<file path="config.mk">
export PLATFORM = sky130hd
export DESIGN_NAME = pipe_ctrl_unit
export DESIGN_NICKNAME = d
export VERILOG_FILES = /design/src/rtl/mips_ctrl_pkg.sv /design/src/rtl/ctrl_decode.sv /design/src/rtl/pipe_ctrl_unit.sv
export SDC_FILE = /design/constraint.sdc
export NUM_CORES = 1
export LEC_CHECK = 0
export CAP_MARGIN = 10
export CORE_ASPECT_RATIO = 1.4
export CORE_UTILIZATION = 44
export DETAILED_ROUTE_END_ITERATION = 6
export PLACE_DENSITY = 0.83
export SLEW_MARGIN = 5
export SYNTH_ARGS = -nofsm -noshare
export SYNTH_HDL_FRONTEND = slang
export SYNTH_SLANG_ARGS = --single-unit
</file>
<file path="constraint.sdc">
create_clock -name clk -period 1.6 [get_ports clk]
set_input_delay 0.24 -clock clk [delete_from_list [all_inputs] [get_ports clk]]
set_output_delay 0.24 -clock clk [all_outputs]
set_load 0.005 [all_outputs]
</file>
<file path="src/rtl/mips_ctrl_pkg.sv">
// rtl/mips_ctrl_pkg.sv - shared opcode, ALU-op, memory-size and control-bundle types
// Purpose: common definitions for the pipelined MIPS main-control path.
// Ports: none (package).
package mips_ctrl_pkg;

  localparam int OPC_W = 6;

  localparam logic [OPC_W-1:0] OP_RTYPE = 6'h00;
  localparam logic [OPC_W-1:0] OP_ADDI  = 6'h08;
  localparam logic [OPC_W-1:0] OP_LW    = 6'h23;
  localparam logic [OPC_W-1:0] OP_LH    = 6'h21;
  localparam logic [OPC_W-1:0] OP_LHU   = 6'h25;
  localparam logic [OPC_W-1:0] OP_SW    = 6'h2B;
  localparam logic [OPC_W-1:0] OP_BEQ   = 6'h04;
  localparam logic [OPC_W-1:0] OP_BNE   = 6'h05;

  localparam logic [1:0] ALUOP_ADD   = 2'b00;
  localparam logic [1:0] ALUOP_SUB   = 2'b01;
  localparam logic [1:0] ALUOP_FUNCT = 2'b10;

  typedef enum logic [1:0] {
    MEM_WORD  = 2'b00,
    MEM_HALF  = 2'b01,
    MEM_HALFU = 2'b10
  } mem_size_e;

  typedef struct packed {
    logic       reg_dest;
    logic       alu_src;
    logic [1:0] alu_op;
    logic       branch;
    logic       branch_ne;
    logic       mem_read;
    logic       mem_write;
    mem_size_e  mem_size;
    logic       reg_write;
    logic       mem_to_reg;
    logic       illegal;
  } ctrl_t;

  localparam ctrl_t CTRL_NOP = '0;

endpackage

</file>
<file path="src/rtl/ctrl_decode.sv">
// rtl/ctrl_decode.sv - combinational opcode to control-bundle decoder
// Purpose: maps the ID-stage opcode to a ctrl_t bundle; unknown opcodes
//          produce an all-zero bundle with only the illegal flag set.
// Ports:
//   opcode  in   OPC_W  ID-stage opcode
//   ctrl    out  ctrl_t decoded control bundle
module ctrl_decode
  import mips_ctrl_pkg::*;
(
  input  logic [OPC_W-1:0] opcode,
  output ctrl_t            ctrl
);

  always_comb begin
    ctrl = CTRL_NOP;
    case (opcode)
      OP_RTYPE: begin
        ctrl.reg_dest  = 1'b1;
        ctrl.alu_op    = ALUOP_FUNCT;
        ctrl.reg_write = 1'b1;
      end
      OP_ADDI: begin
        ctrl.alu_src   = 1'b1;
        ctrl.alu_op    = ALUOP_ADD;
        ctrl.reg_write = 1'b1;
      end
      OP_LW, OP_LH, OP_LHU: begin
        ctrl.mem_read   = 1'b1;
        ctrl.mem_to_reg = 1'b1;
        ctrl.alu_src    = 1'b1;
        ctrl.alu_op     = ALUOP_ADD;
        ctrl.reg_write  = 1'b1;
        if (opcode == OP_LH) begin
          ctrl.mem_size = MEM_HALF;
        end else if (opcode == OP_LHU) begin
          ctrl.mem_size = MEM_HALFU;
        end else begin
          ctrl.mem_size = MEM_WORD;
        end
      end
      OP_SW: begin
        ctrl.mem_write = 1'b1;
        ctrl.alu_src   = 1'b1;
        ctrl.alu_op    = ALUOP_ADD;
      end
      OP_BEQ: begin
        ctrl.branch = 1'b1;
        ctrl.alu_op = ALUOP_SUB;
      end
      OP_BNE: begin
        ctrl.branch    = 1'b1;
        ctrl.branch_ne = 1'b1;
        ctrl.alu_op    = ALUOP_SUB;
      end
      default: begin
        ctrl.illegal = 1'b1;
      end
    endcase
  end

endmodule

</file>
<file path="src/rtl/pipe_ctrl_unit.sv">
// rtl/pipe_ctrl_unit.sv - pipelined main control with load-use stall and branch flush
// Purpose: decodes the ID opcode, carries the control bundle through ID/EX,
//          EX/MEM and MEM/WB, stalls ID on load-use and squashes ID on a
//          taken branch in EX.
// Ports:
//   clk, reset                 clock (rising) and async active-low reset
//   id_valid/opCode/rs/rt      ID-stage instruction
//   branch_taken               EX branch comparison result
//   id_stall                   hold PC and IF/ID (combinational)
//   ex_*                       EX-stage controls (registered)
//   mem_*                      MEM-stage controls (registered)
//   wb_*                       WB-stage controls (registered)
module pipe_ctrl_unit
  import mips_ctrl_pkg::*;
#(
  parameter int OPCODE_W  = 6,
  parameter int REG_W     = 5,
  parameter int ALUOP_W   = 2,
  parameter int HAZARD_EN = 1
) (
  input  logic                clk,
  input  logic                reset,
  input  logic                id_valid,
  input  logic [OPCODE_W-1:0] id_opCode,
  input  logic [REG_W-1:0]    id_rs,
  input  logic [REG_W-1:0]    id_rt,
  input  logic                branch_taken,
  output logic                id_stall,
  output logic                ex_valid,
  output logic                ex_regDest,
  output logic                ex_aluSrc,
  output logic                ex_branch,
  output logic                ex_branchNe,
  output logic                ex_illegal,
  output logic [ALUOP_W-1:0]  ex_aluOp,
  output logic                mem_valid,
  output logic                mem_memRead,
  output logic                mem_memWrite,
  output logic [1:0]          mem_memSize,
  output logic                wb_valid,
  output logic                wb_regWrite,
  output logic                wb_memToReg
);

  ctrl_t id_ctrl;

  ctrl_decode u_decode (
    .opcode (id_opCode),
    .ctrl   (id_ctrl)
  );

  logic             ex_valid_q, ex_valid_d;
  ctrl_t            ex_ctrl_q, ex_ctrl_d;
  logic [REG_W-1:0] ex_rt_q, ex_rt_d;

  logic      mem_valid_q, mem_valid_d;
  logic      mem_read_q, mem_read_d;
  logic      mem_write_q, mem_write_d;
  mem_size_e mem_size_q, mem_size_d;
  logic      mem_reg_write_q, mem_reg_write_d;
  logic      mem_to_reg_q, mem_to_reg_d;

  logic wb_valid_q, wb_valid_d;
  logic wb_reg_write_q, wb_reg_write_d;
  logic wb_mem_to_reg_q, wb_mem_to_reg_d;

  logic load_use;
  logic flush;
  logic issue;

  always_comb begin
    load_use = (HAZARD_EN != 0) && ex_valid_q && ex_ctrl_q.mem_read && id_valid &&
               ((ex_rt_q == id_rs) || (ex_rt_q == id_rt));
    // bne is taken when the equality compare fails, hence the XOR.
    flush    = ex_valid_q && ex_ctrl_q.branch && (branch_taken ^ ex_ctrl_q.branch_ne);
    issue    = id_valid && !load_use && !flush;

    // Illegal opcodes travel as a bubble that only carries the illegal flag.
    ex_valid_d = issue && !id_ctrl.illegal;
    ex_ctrl_d  = CTRL_NOP;
    if (ex_valid_d) begin
      ex_ctrl_d = id_ctrl;
    end
    ex_ctrl_d.illegal = issue && id_ctrl.illegal;
    ex_rt_d = ex_valid_d ? id_rt : '0;

    // Bubble bundles are already all-zero, so later stages just copy.
    mem_valid_d     = ex_valid_q;
    mem_read_d      = ex_ctrl_q.mem_read;
    mem_write_d     = ex_ctrl_q.mem_write;
    mem_size_d      = ex_ctrl_q.mem_size;
    mem_reg_write_d = ex_ctrl_q.reg_write;
    mem_to_reg_d    = ex_ctrl_q.mem_to_reg;

    wb_valid_d      = mem_valid_q;
    wb_reg_write_d  = mem_reg_write_q;
    wb_mem_to_reg_d = mem_to_reg_q;
  end

  always_ff @(posedge clk or negedge reset) begin
    if (!reset) begin
      ex_valid_q      <= 1'b0;
      ex_ctrl_q       <= CTRL_NOP;
      ex_rt_q         <= '0;
      mem_valid_q     <= 1'b0;
      mem_read_q      <= 1'b0;
      mem_write_q     <= 1'b0;
      mem_size_q      <= MEM_WORD;
      mem_reg_write_q <= 1'b0;
      mem_to_reg_q    <= 1'b0;
      wb_valid_q      <= 1'b0;
      wb_reg_write_q  <= 1'b0;
      wb_mem_to_reg_q <= 1'b0;
    end else begin
      ex_valid_q      <= ex_valid_d;
      ex_ctrl_q       <= ex_ctrl_d;
      ex_rt_q         <= ex_rt_d;
      mem_valid_q     <= mem_valid_d;
      mem_read_q      <= mem_read_d;
      mem_write_q     <= mem_write_d;
      mem_size_q      <= mem_size_d;
      mem_reg_write_q <= mem_reg_write_d;
      mem_to_reg_q    <= mem_to_reg_d;
      wb_valid_q      <= wb_valid_d;
      wb_reg_write_q  <= wb_reg_write_d;
      wb_mem_to_reg_q <= wb_mem_to_reg_d;
    end
  end

  assign id_stall     = load_use && !flush;
  assign ex_valid     = ex_valid_q;
  assign ex_regDest   = ex_ctrl_q.reg_dest;
  assign ex_aluSrc    = ex_ctrl_q.alu_src;
  assign ex_branch    = ex_ctrl_q.branch;
  assign ex_branchNe  = ex_ctrl_q.branch_ne;
  assign ex_illegal   = ex_ctrl_q.illegal;
  assign ex_aluOp     = ex_ctrl_q.alu_op;
  assign mem_valid    = mem_valid_q;
  assign mem_memRead  = mem_read_q;
  assign mem_memWrite = mem_write_q;
  assign mem_memSize  = mem_size_q;
  assign wb_valid     = wb_valid_q;
  assign wb_regWrite  = wb_reg_write_q;
  assign wb_memToReg  = wb_mem_to_reg_q;

endmodule

</file>
Word-level counts from Yosys, hierarchy flattened
Cells that the tools add are included.
- word-level logic and storage cells: 65
- register bits after elaboration: 29
- input bits: 20
- output and inout bits: 17
- reductions and logical operators: 19
- eq/ne operators: 9
- muxes and demuxes: 14
- bitwise gates (word level): 1
- operators with widths (cell ; count):
    $eq 6x6->1 const B ; 4
    $mux 13 ; 1
    $eq 6x3->1 const B ; 2
    $eq 5x5->1 ; 2
    $logic_and 1x1->1 ; 10
    $reduce_or 5->1 ; 2
    $mux 1 ; 8
    $reduce_or 8->1 ; 1
    $eq 6x4->1 const B ; 1
    $logic_not 6->1 ; 1
    $mux 2 ; 3
    $mux 5 ; 1
    $pmux 2 s2 ; 1
    $reduce_or 3->1 ; 1
    $logic_not 1->1 ; 2
    $reduce_or 2->1 ; 1
    $logic_or 1x1->1 ; 1
    $xor 1x1->1 ; 1

Logic depth before layout (Yosys ltp)
- depth after elaboration: 8
- depth in mapped cells: 6
- gate-level depth less buffers: 5

Hierarchy
From an unflattened synthesis, not the netlist that was laid out.
- cell total of the unflattened synthesis: 124
- area, all modules: 1287.5 µm²
- by module, submodules not included (module ; sequential area each (µm²) ; instances ; area each (µm²) ; cells each):
    pipe_ctrl_unit ; 725.7 ; 1 ; 1079.8 ; 92
    ctrl_decode ; 0.0 ; 1 ; 207.7 ; 32

Least setup slack after synthesis
OpenSTA, ideal clock, no wires.
- path kind: register to register
- from: reg ex_rt_q[1]
- to: reg ex_ctrl_q (netlist bit ex_aluOp[1])
- buffers on the path: 1
- path slack: 0.192 ns
- required time: 1.473 ns
- period minus slack after synthesis: 1.408 ns
- data arrival time: 1.281 ns
- setup time: 0.127 ns
- cell stages (with the launch flop): 7
- cells stage by stage: dfrtp_1 -> xor2_1 -> nor4_1 -> nand3_1 -> nand2_2 -> buf_6 -> nor3_1
- RTL lines (element ; RTL line ; source):
    start, declared ; pipe_ctrl_unit.sv:54 ; logic [REG_W-1:0] ex_rt_q, ex_rt_d;
    start signal, assigned ; pipe_ctrl_unit.sv:117 ; ex_rt_q <= ex_rt_d;
    end signal, assigned ; pipe_ctrl_unit.sv:116 ; ex_ctrl_q <= ex_ctrl_d;
    end, declared ; pipe_ctrl_unit.sv:53 ; ctrl_t ex_ctrl_q, ex_ctrl_d;

Worst setup path after layout
- from: reg ex_rt_q[4]
- to: out id_stall
- longest elaborated chain between the ends: 4
- elaborated cells on any way between the ends: 5
- those cells by class: eq/ne: 2; reduce/logical: 3
- ends and longest elaborated chain (element ; RTL line ; source):
    $eq 5x5->1 ; pipe_ctrl_unit.sv:73 ; ((ex_rt_q == id_rs) || (ex_rt_q == id_rt));
    $logic_or 1x1->1 (*) ; pipe_ctrl_unit.sv:73 ;
    $logic_and 1x1->1 (*) ; pipe_ctrl_unit.sv:72 ; load_use = (HAZARD_EN != 0) && ex_valid_q && ex_ctrl_q.mem_read && id_valid &&
    $logic_and 1x1->1 (*) ; pipe_ctrl_unit.sv:130 ; assign id_stall = load_use && !flush;
    end, declared ; pipe_ctrl_unit.sv:28 ; output logic id_stall,
Every way passes the cells marked *; elsewhere a longest branch is shown, timed or not.

==> flow_summary.json <==
{
  "status": "finished with violations",
  "failed_checks": "setup timing",
  "report.final.hold_viol_count": 0,
  "place_congestion": 0.950,
  "drt_iter0_drc": 34,
  "core_area_um2": 2420,
  "skew_ns": 0.00238,
  "required_ns": 1.36,
  "synthTopCellsByCount": "26 x dfrtp_1, 12 x nand3_1, 9 x xor2_1",
  "yosys.area.top_type_share_pct": 57.8,
  "die_area_um2": 2770,
  "ir_drop_mv": 0.444,
  "whs_ns": 0.264,
  "clockBufferDepth": 2,
  "p_sw_uw": 292,
  "cts_sinks": 26,
  "dpl_cell_area_um2": 1630,
  "synth_cell_type_count": 25,
  "worstMarginPinSlew_ns": 0.385,
  "period_share_pct": 125,
  "reg2reg_to": "mem_write_d",
  "grt_pass1_vias": 1011,
  "synth_fp_nets": 116,
  "path_class": "reg -> out",
  "p_sw_share_pct": 22.1,
  "yosysMostFrequentCell": "dfrtp_1",
  "drv_cap": 0,
  "path_cells": "buf_6, xor2_1, nor4_1, nand3_1, a21oi_2, buf_2",
  "p_seq_share_pct": 51.1,
  "r2r_start": "ex_rt_q[4]",
  "slowest_delay_ns": 0.43,
  "design_area_um2": 1920,
  "reg2reg_slack_ns": -0.12,
  "drc": 0,
  "n_antenna_cell": 0,
  "yosysTopAreaCell": "dfrtp_1",
  "worstSetupPathDepth": 6,
  "fp.dieH_um": 61.8,
  "p_comb_share_pct": 15.2,
  "grt_usage_pct": 24.0,
  "clk_latency_ns": 0.32,
  "r2r_cells": 8,
  "rows": 21,
  "port_buffers": 36,
  "cts_buffers": 3,
  "max_freq_ghz": 0.501,
  "synth_ff_type": "dfrtp_1",
  "critPathCaptureType": "output pin",
  "synthCells": 96,
  "intPower_mw": 1.03,
  "grt_setup_unrepaired": "yes",
  "wire_per_inst_um": 16.5,
  "avgSynthCellArea_um2": 11.7,
  "path_clk_slew_ns": 0.14,
  "io_pins": 37,
  "syn_area_um2": 1120,
  "power_mw": 1.32,
  "yosysSeqAreaShare_pct": 57.8,
  "fp.dieW_um": 44.7,
  "power_density_nw_per_um2": 688,
  "cpMaxStageDelayCell": "dfrtp_1",
  "area_growth_pct": 70.5,
  "cts_tree": "yes",
  "antenna_found_initial": 0,
  "tns_ns": -2.03,
  "cpLargestDelayFamily": "simple AND/OR/NAND/NOR gates",
  "grt.overflow.total": 0,
  "worst-path-buf-inv": 2,
  "drt_pass1_iterations": 6,
  "slew_headroom_pct": 74.2,
  "wirelength_um": 3140,
  "grt_pass1_wl_um": 4720,
  "hpwl_um": 1840,
  "setup_viol": 18,
  "min_period_ns": 2.00,
  "htreeDepth": 1,
  "drv_slew": 0,
  "viasPerCell": 5.31,
  "p_leak_nw": 0.836,
  "synth_async_sr_flop_share_pct": 100,
  "clockPowerShare_pct": 33.7,
  "root_buffer": "clkbuf_4",
  "yosysWarnings": 0,
  "initial_utilization_pct": 46.5,
  "critPathMaxFanout": 2,
  "drtAntennaViolNets": 0,
  "start_kind": "flop",
  "yosys-top-cells-area": "dfrtp_1 58%, xor2_1 7.0%, nand3_1 5.3%",
  "drive_gt1_share_pct": 34.0,
  "vias": 1008,
  "hold_path.class": "in -> async",
  "cp.arrival_ns": 1.76,
  "layout.nets": 177,
  "synth-edff-count": 0,
  "fin_ws_ns": -0.396,
  "grt_max_degree": 27,
  "ys_ff_latch": 26
}
-- worst max path at each step --
stage,start,endpoint,slack [ns]
after floorplan,ex_rt_q[1],ex_aluOp[1],0.19
after global placement,id_rt[1],id_stall,-0.58
after detailed placement,id_rt[1],id_stall,-0.60
after CTS,ex_rt_q[4],id_stall,-0.34
after global routing,ex_rt_q[4],id_stall,-0.47
final,ex_rt_q[4],id_stall,-0.40
-- metal layers --
metal	share of wire, %	wire [µm]	vias to the layer above	GRT usage [%]
met5	0	0	-	0
met2	54	1680	39	38.4
li1	-	-	460	-
met1	39	1210	498	29.6
met3	3.8	120	11	3.76
met4	4.0	125	0	16.9
-- cells by family after synthesis --
logic type	synth area share (%)
DFF	57.8
AOI/OAI and AO/OA	5.34
buffers and inverters	3.89
xor gates and xnor gates	8.57
and+or+nand+nor	24.4
-- worst register-to-register path: stages, from the launching register on --
cell and delay (ns):
dfrtp_1 0.43, buf_6 0.13, xor2_1 0.14, nor4_1 0.30, nand3_1 0.18, buf_6 0.16, nand2_8 0.08, buf_12 0.14
nor4_4 0.05
-- power by group through the flow --
stage / Clock, mW / Combinational [mW] / Sequential, mW
after floorplan: 0 / 0.0596 / 0.687
after global placement: 0 / 0.164 / 0.686
after detailed placement: 0 / 0.171 / 0.687
after CTS: 0.448 / 0.178 / 0.674
after global routing: 0.481 / 0.215 / 0.675
final: 0.445 / 0.200 / 0.674
-- flip-flops by register name, indices dropped and copies added (netlist names), 2 cells and up --
name         flops
ex_rt_q          5
ex_aluOp         2
mem_memSize      2
mem_size_d       2
-- metrics by stage --
step           util, %  setup slack (ns)  cells
6_report          79.3            -0.396    190
5_1_grt           79.3            -0.473    190
4_1_cts           77.6            -0.337    194
3_5_place_dp      67.3            -0.598    178
3_3_place_gp      67.3            -0.575    178
2_1_floorplan        -             0.192     96
-- cell usage in the layout, fill, tap and decap left out, types with 2 or more instances in the layout --
master,instances
xnor2_1,2
nor3_2,7
and3_1,2
nand2b_1,2
o211ai_1,2
clkbuf_4,3
buf_4,18
nor4_2,3
nand2_1,4
clkdlybuf4s50_1,34
nand3_1,12
nor2_1,3
buf_6,5
dfrtp_1,26
xor2_1,8
nor4_4,4
nor3_4,2
a31oi_1,2
-- what timing repair did --
item,CTS,global route
gates cloned,1,0
pin swaps,12,9
setup endpoints to repair,1,19
resized for setup,21,21
setup buffers,13,3
hold buffers,0,0
-- area by class of cell --
cell class,count,area [µm²]
timing repair buffer,61,584
sequential,26,651
fill,146,499
clock inverter,1,30.0
tap,34,42.5
clock buffer,3,22.5
multi-input combinational,64,584
inverter,1,3.75
Power figures use the tool's default switching activity.
